===== config.mk =====
export PLATFORM = sky130hd
export DESIGN_NAME = led_status_ctrl
export DESIGN_NICKNAME = d
export VERILOG_FILES = /design/src/rtl/led_pkg.sv /design/src/rtl/led_chan.sv /design/src/rtl/led_status_ctrl.sv
export SDC_FILE = /design/constraint.sdc
export NUM_CORES = 1
export LEC_CHECK = 0
export ABC_AREA = 0
export CORE_MARGIN = 4
export CORE_UTILIZATION = 59
export DETAILED_ROUTE_END_ITERATION = 16
export DONT_BUFFER_PORTS = 1
export PLACE_DENSITY = 0.78
export SKIP_CTS_REPAIR_TIMING = 1
export SLEW_MARGIN = 20
export SYNTH_ARGS = -nofsm -noshare
export SYNTH_HDL_FRONTEND = slang
export SYNTH_SLANG_ARGS = --single-unit

===== constraint.sdc =====
create_clock -name clk_i -period 3 [get_ports clk_i]
set_input_delay 0.6 -clock clk_i [delete_from_list [all_inputs] [get_ports clk_i]]
set_output_delay 0.6 -clock clk_i [all_outputs]
set_load 0.05 [all_outputs]

===== src/rtl/led_pkg.sv =====
// Shared types for the status LED driver.
//   led_mode_e : per-channel mode encoding (values 5-7 are reserved and read as OFF)
//   MODE_W     : width of one channel's mode field
package led_pkg;

  localparam int unsigned MODE_W = 3;

  typedef enum logic [MODE_W-1:0] {
    LED_OFF       = 3'd0,
    LED_ON        = 3'd1,
    LED_BLINK     = 3'd2,
    LED_HEARTBEAT = 3'd3,
    LED_ACT       = 3'd4
  } led_mode_e;

endpackage


===== src/rtl/led_chan.sv =====
// One LED channel: mode tracking, phase counter, blink state, activity
// stretch counter and registered LED output.
//   clk_i, rst_n_i : clock, async active-low reset
//   tick_i         : one-cycle slow tick from the shared prescaler
//   mode_i         : this channel's mode
//   period_i       : BLINK half-period in ticks (0 behaves as 1)
//   act_i          : activity strobe
//   led_o          : registered LED drive, 1 = lit
module led_chan
  import led_pkg::*;
#(
  parameter int unsigned PER_W     = 16,
  parameter int unsigned HB_ON     = 100,
  parameter int unsigned HB_PERIOD = 1000,
  parameter int unsigned STRETCH   = 50
) (
  input  logic              clk_i,
  input  logic              rst_n_i,
  input  logic              tick_i,
  input  logic [MODE_W-1:0] mode_i,
  input  logic [PER_W-1:0]  period_i,
  input  logic              act_i,
  output logic              led_o
);

  logic [MODE_W-1:0] r_mode;
  logic [PER_W-1:0]  r_phase;
  logic [PER_W-1:0]  r_stretch;
  logic              r_blink;
  logic              r_led;

  logic [PER_W-1:0]  w_per_m1;
  logic [PER_W-1:0]  w_phase_d;
  logic [PER_W-1:0]  w_stretch_d;
  logic              w_blink_d;
  logic              w_led_d;

  // Next-state and LED decode; the LED is decoded from next-state values so
  // that a mode change or strobe shows on the output one cycle later.
  always_comb begin
    w_per_m1    = (period_i == '0) ? '0 : period_i - PER_W'(1);
    w_phase_d   = r_phase;
    w_blink_d   = r_blink;
    w_stretch_d = r_stretch;
    w_led_d     = 1'b0;

    if (mode_i != r_mode) begin
      w_phase_d = '0;
      w_blink_d = 1'b0;
    end else if (tick_i) begin
      case (mode_i)
        LED_BLINK: begin
          // >= so a shortened period takes effect on the very next tick
          if (r_phase >= w_per_m1) begin
            w_phase_d = '0;
            w_blink_d = ~r_blink;
          end else begin
            w_phase_d = r_phase + PER_W'(1);
          end
        end
        LED_HEARTBEAT: begin
          w_phase_d = (r_phase == PER_W'(HB_PERIOD - 1)) ? '0 : r_phase + PER_W'(1);
        end
        default: ;
      endcase
    end

    // Stretch counter runs in every mode; a strobe beats a tick.
    if (act_i) begin
      w_stretch_d = PER_W'(STRETCH);
    end else if (tick_i && (r_stretch != '0)) begin
      w_stretch_d = r_stretch - PER_W'(1);
    end

    case (mode_i)
      LED_ON:        w_led_d = 1'b1;
      LED_BLINK:     w_led_d = w_blink_d;
      LED_HEARTBEAT: w_led_d = (w_phase_d < PER_W'(HB_ON)) ||
                               ((w_phase_d >= PER_W'(2 * HB_ON)) &&
                                (w_phase_d <  PER_W'(3 * HB_ON)));
      LED_ACT:       w_led_d = (w_stretch_d != '0);
      default:       w_led_d = 1'b0;
    endcase
  end

  always_ff @(posedge clk_i or negedge rst_n_i) begin
    if (!rst_n_i) begin
      r_mode    <= '0;
      r_phase   <= '0;
      r_stretch <= '0;
      r_blink   <= 1'b0;
      r_led     <= 1'b0;
    end else begin
      r_mode    <= mode_i;
      r_phase   <= w_phase_d;
      r_stretch <= w_stretch_d;
      r_blink   <= w_blink_d;
      r_led     <= w_led_d;
    end
  end

  assign led_o = r_led;

endmodule


===== src/rtl/led_status_ctrl.sv =====
// Multi-channel board status LED driver with a shared slow-tick prescaler.
//   clk_i, rst_n_i : clock, async active-low reset
//   mode_i         : per-channel mode, channel k in mode_i[3k+2:3k]
//   period_i       : shared BLINK half-period in ticks (0 behaves as 1)
//   act_i          : per-channel activity strobes
//   tick_o         : registered one-cycle prescaler tick
//   led_o          : registered LED drive per channel, 1 = lit
module led_status_ctrl
  import led_pkg::*;
#(
  parameter int unsigned N_LED     = 2,
  parameter int unsigned TICK_DIV  = 50000,
  parameter int unsigned PER_W     = 16,
  parameter int unsigned HB_ON     = 100,
  parameter int unsigned HB_PERIOD = 1000,
  parameter int unsigned STRETCH   = 50
) (
  input  logic                      clk_i,
  input  logic                      rst_n_i,
  input  logic [MODE_W*N_LED-1:0]   mode_i,
  input  logic [PER_W-1:0]          period_i,
  input  logic [N_LED-1:0]          act_i,
  output logic                      tick_o,
  output logic [N_LED-1:0]          led_o
);

  localparam int unsigned      CNT_W   = (TICK_DIV > 2) ? $clog2(TICK_DIV) : 1;
  localparam longint unsigned  PER_LIM = 64'd1 << PER_W;

  // Parameter sanity checks
  if (TICK_DIV < 2) begin : g_chk_div
    $error("led_status_ctrl: TICK_DIV must be >= 2");
  end
  if (HB_PERIOD <= 4 * HB_ON) begin : g_chk_hb
    $error("led_status_ctrl: HB_PERIOD must exceed 4*HB_ON");
  end
  if ((64'(HB_PERIOD) >= PER_LIM) || (64'(STRETCH) >= PER_LIM) ||
      (64'(3 * HB_ON) >= PER_LIM)) begin : g_chk_w
    $error("led_status_ctrl: HB_PERIOD/HB_ON/STRETCH do not fit PER_W");
  end

  logic [CNT_W-1:0] r_cnt;
  logic             r_tick;
  logic             w_wrap;

  assign w_wrap = (r_cnt == CNT_W'(TICK_DIV - 1));

  // Shared prescaler; tick is registered so it lands the cycle after the wrap
  always_ff @(posedge clk_i or negedge rst_n_i) begin
    if (!rst_n_i) begin
      r_cnt  <= '0;
      r_tick <= 1'b0;
    end else begin
      r_cnt  <= w_wrap ? '0 : r_cnt + CNT_W'(1);
      r_tick <= w_wrap;
    end
  end

  assign tick_o = r_tick;

  for (genvar g = 0; g < N_LED; g++) begin : g_chan
    led_chan #(
      .PER_W     (PER_W),
      .HB_ON     (HB_ON),
      .HB_PERIOD (HB_PERIOD),
      .STRETCH   (STRETCH)
    ) u_chan (
      .clk_i    (clk_i),
      .rst_n_i  (rst_n_i),
      .tick_i   (r_tick),
      .mode_i   (mode_i[MODE_W*g +: MODE_W]),
      .period_i (period_i),
      .act_i    (act_i[g]),
      .led_o    (led_o[g])
    );
  end

endmodule


==> impl_metrics.toml <==
[yosys]
async_flop_share = 1.00
syn_inst = 757
ys_seq_area_frac = 0.352
synth_warnings = 0
synth_cell_types = 71
synth_edf_count = 0
synth.net_count = 824
synth_area_um2 = 6470
ys_ff_latch = 91
avgSynthCellArea_um2 = 8.55
yosys_most_used_dff = "dfrtp_1"

[floorplanning]
dieArea_um2 = 12700
core_um2 = 10500
start_util = 0.616
fp.dieH_um = 113
dieWidth_um = 113
row_count = 37
ios = 29

[pwr]
ir_drop_v = 0.000303
seq_power_share = 0.561
p_leak_nw = 3.20
p_int_mw = 1.68
switching_share = 0.243
clockPowerShare = 0.355
p_comb_frac = 0.084
finalPower_mw = 2.22
power.switching_uw = 540
powerDensity_nw_per_um2 = 294

[placement]
dp_hpwl_mm = 11.7
gp_congestion = 0.963
port_buffers = 0
placed_area_um2 = 7070

[timing]
fin_ws_ns = -0.367
drv_slew = 0
fmax_mhz = 297
finClkSkew_ns = 0.0101
hold_viol = 0
holdWs_ns = 0.105
worstMarginPinSlew_ns = 0.799
setup_viol = 28
relSlewSlack = 0.454
min_period_ns = 3.37
min_period_over_period = 1.12
finalSetupTns_ns = -1.67
rsz0062_at_grt = "yes"

[clocking]
cts_num_sinks = 91
clockBufferDepth = 2
root_buffer = "clkbuf_8"
insertion_delay_ns = 0.37
numCtsBuffers = 9
cts_tree = "done"
path_clk_slew_ns = 0.09
h-tree-depth = 3

[setup_path]
end_kind = "flop"
crit_path_top_delay_cell = "or3_1"
required_ns = 3.26
cp_max_fo = 7
slowest_delay_ns = 0.41
crit_arrival_ns = 3.62
cp-start-kind = "input pin"
critPathMostFrequentCell = "o21ai_1"
path_cells = "nor4_4, and4b_2, nor3_1, a21oi_1, ha_1, a21o_1, o21ai_1, o311ai_4, o21ai_1, nand2_2, or3_1, a21oi_2, o31ai_1"
critical_path_class = "input pin to flop"

[final_layout]
antennaDiodeCount = 0
fin_nets = 875
utilization = 0.718
area_delta_synth_final_pct = 16.6
mostFrequentLayoutCells = "98 x nor2_1, 91 x dfrtp_1, 72 x nand2_1"
final_common_cell = "nor2_1"
final_area_um2 = 7540
fillCellCount = 771
drive_above_1_share = 0.177

[global_routing]
grt_remaining_overflow = 0
grt_pass1_vias = 5799
grt_pass1_wl_mm = 26.8
grt_use_total = 0.252
antenna_found_initial = 0
grt_max_degree = 92

[detailed_routing]
wl_per_cell_um = 16.9
ant_nets = 0
first_pass_iters = 5
via_count = 5880
detail_route.vias_per_cell = 6.20
finalWirelength_mm = 16.1
drc = 0
drt-initial-drc-count = 400

[min_path]
min_path_type = "input pin to asynchronous set/reset pin"

[run_status]
violations = "negative setup slack"
status = "finished with violations"

[flow_run]
drv_cap = 0
## critical path: cells and delay by family
kind / cells / cell delay (ns)
fa+ha+maj: 1 / 0.32
simple gates: 5 / 1.39
compound gates: 7 / 1.29
## power by group through the flow
stage / Sequential (mW) / Combinational, mW / Clock (mW)
3_3_place_gp: 1.27 / 0.132 / 0
2_1_floorplan: 1.26 / 0.114 / 0
4_1_cts: 1.24 / 0.136 / 0.814
3_5_place_dp: 1.27 / 0.135 / 0
6_report: 1.24 / 0.186 / 0.787
5_1_grt: 1.25 / 0.207 / 0.870
## synth_stat cells, types with 3 or more instances
cell	number	area, µm²
a211o_1	3	26.3
a21o_1	8	60.1
a21oi_1	37	185
a22o_1	3	26.3
a31oi_1	3	18.8
a41oi_1	5	43.8
and2_1	5	31.3
and3_1	8	50.1
and3b_1	5	43.8
clkbuf_1	25	93.8
dfrtp_1	91	2280
ha_1	41	513
inv_1	21	78.8
mux2_2	3	33.8
mux2i_1	7	70.1
nand2_1	77	289
nand2b_1	9	56.3
nand3_1	26	130
nand3b_1	4	30.0
nand4_1	22	138
nand4b_1	3	26.3
nor2_1	101	379
nor2b_1	8	50.1
nor3_1	17	85.1
nor3b_1	4	30.0
nor4_1	21	131
nor4b_1	3	26.3
o211ai_1	3	22.5
o21a_1	3	22.5
o21ai_0	25	125
o31ai_1	6	45.0
or2_2	5	31.3
or3_1	19	119
or3b_2	3	26.3
or4_1	15	113
or4b_2	3	30.0
xnor2_1	39	342
xor2_1	33	289
## path summary, 6_finish.rpt
| kind | from | to | slack, ns | cells after the start |
|---|---|---|---|---|
| min in group clk_i | mode_i[5] | g_chan[1].u_chan.r_mode[2] | 0.25 | 0 |
| worst max register to register | tick_o | g_chan[0].u_chan.led_o | -0.07 | 9 |
| worst max-delay path | period_i[5] | g_chan[1].u_chan.led_o | -0.37 | 13 |
| worst min-delay path | rst_n_i | g_chan[0].u_chan.r_phase[5] | 0.11 | 1 |
| max in group asynchronous | rst_n_i | g_chan[0].u_chan.r_stretch[5] | 2.49 | 1 |
| worst min register to register | r_cnt[0] | r_cnt[0] | 0.48 | 1 |
## cell families after synthesis
group,count (synthesis),share of synthesized area
multiplexers,10,0.0161
AO/OA/AOI/OAI,127,0.132
AND/OR/NAND/NOR,364,0.290
XOR/XNOR,72,0.0975
adder cells (fa/ha/maj),41,0.0793
buffers and inverters,52,0.0329
flip-flops,91,0.352
## registers in the layout, indices dropped and copies added, names as in the netlist
register,flops
g_chan.u_chan.led_o,2
g_chan.u_chan.r_stretch,32
tick_o,1
g_chan.u_chan.r_mode,6
g_chan.u_chan.r_phase,32
g_chan.u_chan.r_blink,2
r_cnt,16
## layout make-up
type,instances,area [µm²],area share
sequential,91,2280,0.302
timing repair buffer,71,564,0.0748
tap,136,170,0.0226
inverter,21,78.8,0.0104
clock buffer,14,173,0.0229
multi-input combinational,614,4270,0.567
clock inverter,1,7.51,0.000995
## per-stage QoR
stage,worst slack [ns],cells
detailed placement,-0.766,927
global placement,-0.659,927
finish,-0.367,948
floorplan,-0.468,757
global route,-0.525,948
CTS,-0.362,942
## per-layer routing
metal	GRT usage	vias up	wire, µm
li1	-	2837	-
met1	0.327	2818	6900
met2	0.417	189	7750
met3	0.0551	36	993
met4	0.0881	0	421
met5	0	-	0
No activity file was read; power rests on OpenSTA's default activity.
